## src/rtl/ifetch_unit_if.sv

```systemverilog
// ----------------------------------------------------------------------------
// ifetch_unit_if
// Instruction-memory read port shared by the fetch unit and memory.
//   imem_req   : read request (fetch unit -> memory)
//   imem_addr  : 32-bit word-aligned read address (fetch unit -> memory)
//   imem_rdata : 32-bit instruction word (memory -> fetch unit)
//   imem_ack   : response strobe; imem_rdata valid in the same cycle
// Modports: master = fetch unit side, slave = memory side.
// ----------------------------------------------------------------------------
interface ifetch_unit_if;
  logic        imem_req;
  logic [31:0] imem_addr;
  logic [31:0] imem_rdata;
  logic        imem_ack;

  modport master (
    output imem_req,
    output imem_addr,
    input  imem_rdata,
    input  imem_ack
  );

  modport slave (
    input  imem_req,
    input  imem_addr,
    output imem_rdata,
    output imem_ack
  );
endinterface

```

## src/rtl/ifetch_unit.sv

```systemverilog
// ----------------------------------------------------------------------------
// ifetch_unit
// Fetches one instruction at PC, holds it in IR until downstream accepts it,
// then asks the next-PC stage to advance. Misaligned PCs fault permanently
// (until reset).
//
// Ports:
//   clk        : system clock, rising edge
//   reset      : synchronous, active-high
//   PC         : current program counter
//   stall      : downstream cannot accept a new instruction
//   imem       : instruction-memory port (ifetch_unit_if.master)
//   IR         : instruction register
//   IRvalid    : IR holds an instruction not yet retired
//   PCwr       : PC write enable to the next-PC stage
//   fetch_err  : sticky fetch fault
//
// Parameters:
//   TIMEOUT_CYCLES : fetch cycles without ack before faulting
//   RESET_IR       : IR value after reset (NOP)
//
// Optional feature: define IFETCH_TIMEOUT_EN to enable the ack timeout.
// Without it, FETCH waits for imem_ack indefinitely.
//
// state | meaning
// ------+------------------------------------------------------------
// FETCH | request outstanding at PC, waiting for imem_ack
// ISSUE | IR valid, offered downstream; PCwr = ~stall
// ERR   | fetch fault (misaligned PC or timeout); sticky until reset
// ----------------------------------------------------------------------------
module ifetch_unit #(
  parameter int          TIMEOUT_CYCLES = 16,
  parameter logic [31:0] RESET_IR       = 32'h0000_0000
) (
  input  logic                 clk,
  input  logic                 reset,
  input  logic [31:0]          PC,
  input  logic                 stall,
  ifetch_unit_if.master        imem,
  output logic [31:0]          IR,
  output logic                 IRvalid,
  output logic                 PCwr,
  output logic                 fetch_err
);

  localparam logic [1:0] S_FETCH = 2'd0;
  localparam logic [1:0] S_ISSUE = 2'd1;
  localparam logic [1:0] S_ERR   = 2'd2;

  logic [1:0] state;
  logic       pc_aligned;
  logic       ack_hit;
  logic       timeout_hit;

  assign pc_aligned = (PC[1:0] == 2'b00);

  // Reset gates the strobes combinationally so nothing leaks out in a reset
  // cycle even though state only changes at the edge.
  assign imem.imem_req  = ~reset & (state == S_FETCH) & pc_aligned;
  assign imem.imem_addr = PC;
  assign PCwr           = ~reset & (state == S_ISSUE) & ~stall;

  // An ack without a request is ignored.
  assign ack_hit = imem.imem_req & imem.imem_ack;

`ifdef IFETCH_TIMEOUT_EN
  localparam int CW = $clog2(TIMEOUT_CYCLES + 1);

  logic [CW-1:0] to_cnt;

  // Counts completed ack-less FETCH cycles; cleared whenever we are not in
  // FETCH so it restarts from zero on every FETCH entry.
  always_ff @(posedge clk) begin
    if (reset) begin
      to_cnt <= '0;
    end else if (state != S_FETCH) begin
      to_cnt <= '0;
    end else if (!ack_hit) begin
      to_cnt <= to_cnt + 1'b1;
    end
  end

  // Fires in the TIMEOUT_CYCLES-th ack-less cycle; an ack in that same
  // cycle wins because ack_hit is tested first in the FSM.
  assign timeout_hit = (state == S_FETCH) &&
                       (to_cnt == CW'(TIMEOUT_CYCLES - 1));
`else
  assign timeout_hit = 1'b0;
`endif

  always_ff @(posedge clk) begin
    if (reset) begin
      state     <= S_FETCH;
      IR        <= RESET_IR;
      IRvalid   <= 1'b0;
      fetch_err <= 1'b0;
    end else begin
      case (state)
        S_FETCH: begin
          if (!pc_aligned) begin
            state     <= S_ERR;
            fetch_err <= 1'b1;
          end else if (ack_hit) begin
            state   <= S_ISSUE;
            IR      <= imem.imem_rdata;
            IRvalid <= 1'b1;
          end else if (timeout_hit) begin
            state     <= S_ERR;
            fetch_err <= 1'b1;
          end
        end
        S_ISSUE: begin
          if (!stall) begin
            state   <= S_FETCH;
            IRvalid <= 1'b0;
          end
        end
        S_ERR: begin
          IRvalid   <= 1'b0;
          fetch_err <= 1'b1;
        end
        default: begin
          state   <= S_FETCH;
          IRvalid <= 1'b0;
        end
      endcase
    end
  end

endmodule

```

## src/flat_wrapper.sv

```systemverilog
// flat-port wrapper written by rule: the top's interface ports become plain ports
module ifetch_unit_flat 
#(
  parameter int          TIMEOUT_CYCLES = 16,
  parameter logic [31:0] RESET_IR       = 32'h0000_0000
)
  (clk, reset, PC, stall, IR, IRvalid, PCwr, fetch_err, imem_imem_req, imem_imem_addr, imem_imem_rdata, imem_imem_ack);
  ifetch_unit_if imem_i ();
  input  logic clk;
  input  logic reset;
  input  logic [31:0] PC;
  input  logic stall;
  output logic [31:0] IR;
  output logic IRvalid;
  output logic PCwr;
  output logic fetch_err;
  output wire logic [$bits(imem_i.imem_req)-1:0] imem_imem_req;
  output wire logic [$bits(imem_i.imem_addr)-1:0] imem_imem_addr;
  input wire logic [$bits(imem_i.imem_rdata)-1:0] imem_imem_rdata;
  input wire logic [$bits(imem_i.imem_ack)-1:0] imem_imem_ack;
  assign imem_imem_req = imem_i.imem_req;
  assign imem_imem_addr = imem_i.imem_addr;
  assign imem_i.imem_rdata = imem_imem_rdata;
  assign imem_i.imem_ack = imem_imem_ack;
  ifetch_unit #(.TIMEOUT_CYCLES(TIMEOUT_CYCLES), .RESET_IR(RESET_IR)) u_core (.clk(clk), .reset(reset), .PC(PC), .stall(stall), .imem(imem_i), .IR(IR), .IRvalid(IRvalid), .PCwr(PCwr), .fetch_err(fetch_err));
endmodule
```

## config.mk

```make
export PLATFORM = sky130hd
export DESIGN_NAME = ifetch_unit_flat
export DESIGN_NICKNAME = d
export VERILOG_FILES = /design/src/rtl/ifetch_unit_if.sv /design/src/rtl/ifetch_unit.sv /design/src/flat_wrapper.sv
export SDC_FILE = /design/constraint.sdc
export NUM_CORES = 1
export LEC_CHECK = 0
export ABC_CLOCK_PERIOD_IN_PS = 1700
export CAP_MARGIN = 10
export CORE_MARGIN = 1.5
export CORE_UTILIZATION = 35
export CTS_BUF_LIST = sky130_fd_sc_hd__clkbuf_8
export CTS_CLUSTER_SIZE = 20
export DETAILED_ROUTE_END_ITERATION = 12
export GPL_TIMING_DRIVEN = 0
export PLACE_DENSITY = 0.92
export SKIP_CTS_REPAIR_TIMING = 1
export SLEW_MARGIN = 20
export SYNTH_ARGS = -nofsm -noshare
export SYNTH_HDL_FRONTEND = slang
export SYNTH_SLANG_ARGS = --single-unit
```

## constraint.sdc

```tcl
create_clock -name clk -period 1.7 [get_ports clk]
set_input_delay 0.255 -clock clk [delete_from_list [all_inputs] [get_ports clk]]
set_output_delay 0.255 -clock clk [all_outputs]
set_load 0.03 [all_outputs]
```

==> flow_metrics.env <==
export IMPL_layout_drive_gt1_share_pct=30.7
export IMPL_die_w_um=74.5
export IMPL_syn_to_final_growth_pct=68.2
export IMPL_arrival_ns=1.35
export IMPL_finalNetCount=334
export IMPL_ff_latch_area_um2=722
export IMPL_drt_initial_drc_count=32
export IMPL_ys_seq_area_share_pct=40.3
export IMPL_clkTransAtPathRegs_ns=0.07
export IMPL_synth_simple_area_share_pct=15.9
export IMPL_startpoint_type="input port"
export IMPL_core_rowCount=25
export IMPL_p_sw_mw=0.506
export IMPL_synth_warnings=0
export IMPL_synth_nets=223
export IMPL_ys_seq_elements=36
export IMPL_cts_tree="done"
export IMPL_grt_setup_unrepaired="no"
export IMPL_final_min_clock_period_ns=1.61
export IMPL_clock_sinks=36
export IMPL_grt_overflow_total=0
export IMPL_skew_ns=0.00329
export IMPL_grt_pass1_vias=1347
export IMPL_multi_input_area_um2=781
export IMPL_ant_nets=0
export IMPL_grt_first_pass_wirelength_um=5930
export IMPL_port_buffers=104
export IMPL_drt_wl_total_um=3970
export IMPL_wl_per_cell_um=11.9
export IMPL_path_delay_family="buffers and inverters"
export IMPL_cp_num_buf_inv=2
export IMPL_cts_buffers=5
export IMPL_synth_xor_area_share_pct=0
export IMPL_syn_area_per_cell_um2=11.5
export IMPL_setup_ws_ns=0.0901
export IMPL_outcome="completed"
export IMPL_criticalPathCategory="in2out"
export IMPL_grt_max_degree=11
export IMPL_dieArea_um2=5550
export IMPL_syn_inst=155
export IMPL_drc=0
export IMPL_gp_congestion=0.651
export IMPL_swShare_pct=25.8
export IMPL_p_int_mw=1.46
export IMPL_drv_slew=0
export IMPL_final_cell_mix="99 x clkdlybuf4s50_1, 35 x dfxtp_1, 32 x nor2b_1, 32 x buf_4, 29 x mux2_4"
export IMPL_viasPerCell=4.22
export IMPL_cp_required_ns=1.44
export IMPL_start_util_pct=37.1
export IMPL_final_common_cell="clkdlybuf4s50_1"
export IMPL_grtUsageTotal_pct=13.9
export IMPL_dr_pass1_iters=4
export IMPL_clockBufferDepth=2
export IMPL_clk_latency_ns=0.28
export IMPL_antenna_found_initial=0
export IMPL_fillers=425
export IMPL_p_leak_nw=1.34
export IMPL_synth_compound_area_share_pct=1.12
export IMPL_synthAdderAreaFrac_pct=0
export IMPL_endpoint_kind="output port"
export IMPL_die_h_um=74.5
export IMPL_setup_viol=0
export IMPL_htreeDepth=2
export IMPL_synthMuxAreaShare_pct=26.2
export IMPL_powerDensity_nw_per_um2=652
export IMPL_p_clk_share_pct=30.5
export IMPL_crit_slowest_cell="clkdlybuf4s50_1"
export IMPL_hold_violations=0
export IMPL_vias=1410
export IMPL_hold_class="in2reg"
export IMPL_ys_types=20
export IMPL_cap_violations=0
export IMPL_cp_max_fo=2
export IMPL_vdd_drop_max_mv=0.294
export IMPL_fin_total_pwr_mw=1.96
export IMPL_critPathMaxStageDelay_ns=0.43
export IMPL_path_cells="clkdlybuf4s50_1 -> or2b_1 -> nor3_1 -> clkbuf_2"
export IMPL_antenna_cells=0
export IMPL_post_route_period_util_pct=94.7
export IMPL_dp_hpwl_um=3110
export IMPL_syn_cell_area_um2=1790
export IMPL_cts_root_buffer="clkbuf_8"
export IMPL_pin_count=136
export IMPL_worst_pin_slew_ns=0.443
export IMPL_p_seq_share_pct=45.0
export IMPL_dp_slack_ns=-0.432
export IMPL_slew_headroom_pct=70.4
export IMPL_combPwrFrac_pct=24.5
export IMPL_core_area_um2=4820
export IMPL_fmax_mhz=621
export IMPL_synth_top_family_by_area="multiplexers"
==> final cells by class <==
type	count	share of cell area, %
clock inverter	2	0.249
buffer	39	9.65
multi-input combinational	79	25.9
timing repair buffer	104	34.5
tap	67	2.79
inverter	1	0.125
sequential	36	24.0
clock buffer	6	2.74
==> worst reg2reg max path, cell delays in order, from the launching register on <==
cell	delay, ns
dfxtp_2	0.36
nor3_4	0.23
nand3_4	0.15
buf_6	0.19
mux2_4	0.30
==> synthesized netlist by cell type (all sizes together) <==
cell	count	area share (%)
inv	1	0.21
nor3	5	1.7
a21oi	2	0.56
nand3	1	0.98
nand2	1	0.21
nor4b	1	0.49
and2	1	0.42
nor2	2	0.56
clkbuf	3	0.63
dfxtp	36	40
buf	36	16
nor2b	32	11
or2b	1	0.42
mux2	32	26
o21ba	1	0.56
==> power by group through the flow <==
| stage | clock (mW) | combinational, mW | sequential, mW |
|---|---|---|---|
| final | 0.598 | 0.481 | 0.883 |
| after global placement | 0 | 0.478 | 0.900 |
| after detailed placement | 0 | 0.485 | 0.901 |
| after global routing | 0.662 | 0.508 | 0.885 |
| after CTS | 0.622 | 0.486 | 0.882 |
| after floorplan | 0 | 0.220 | 0.945 |
==> cell families (layout without fill, tap and decap cells) <==
family	count (synthesis)	in the layout
DFF	36	36
buffers and inverters	40	152
AOI/OAI and AO/OA	3	3
and+or+nand+nor	44	44
muxes	32	32
==> stage by stage <==
step	instances	cell area (um^2)	hold WS, ns	TNS, ns	utilization, %
4_1_cts	334	3000	0.415	-1.15	62.4
2_1_floorplan	155	1790	0.398	0	-
5_1_grt	334	3010	0.445	0	62.5
3_3_place_gp	326	2910	0.431	-3.24	60.5
3_5_place_dp	326	2910	0.447	-4.03	60.5
6_report	334	3010	0.406	0	62.5
==> final timing paths <==
| check | startpoint | to | slack, ns | cells after the start |
|---|---|---|---|---|
| worst min register to register | u_core.IRvalid$_SDFFE_PP0P_ | u_core.IRvalid$_SDFFE_PP0P_ | 0.46 | 2 |
| worst max register to register | u_core.state[0]$_SDFFE_PP0P_ | u_core.IR[27]$_SDFFE_PP0P_ | 0.37 | 4 |
| worst min-delay path | reset | u_core.IRvalid$_SDFFE_PP0P_ | 0.41 | 4 |
| worst max-delay path | stall | PCwr | 0.09 | 4 |
==> registers in the layout (all words and copies together) (netlist names) <==
register and cells:
u_core.IRvalid 1, u_core.IR 32, u_core.fetch_err 1, u_core.state 2
==> layer usage <==
layer / track usage [%] / routed length, um
met4: 3.03 / 9
met3: 5.42 / 405
met5: 0 / 0
met1: 16.3 / 1520
met2: 24.2 / 2040
(Power assumes the default switching activity.)
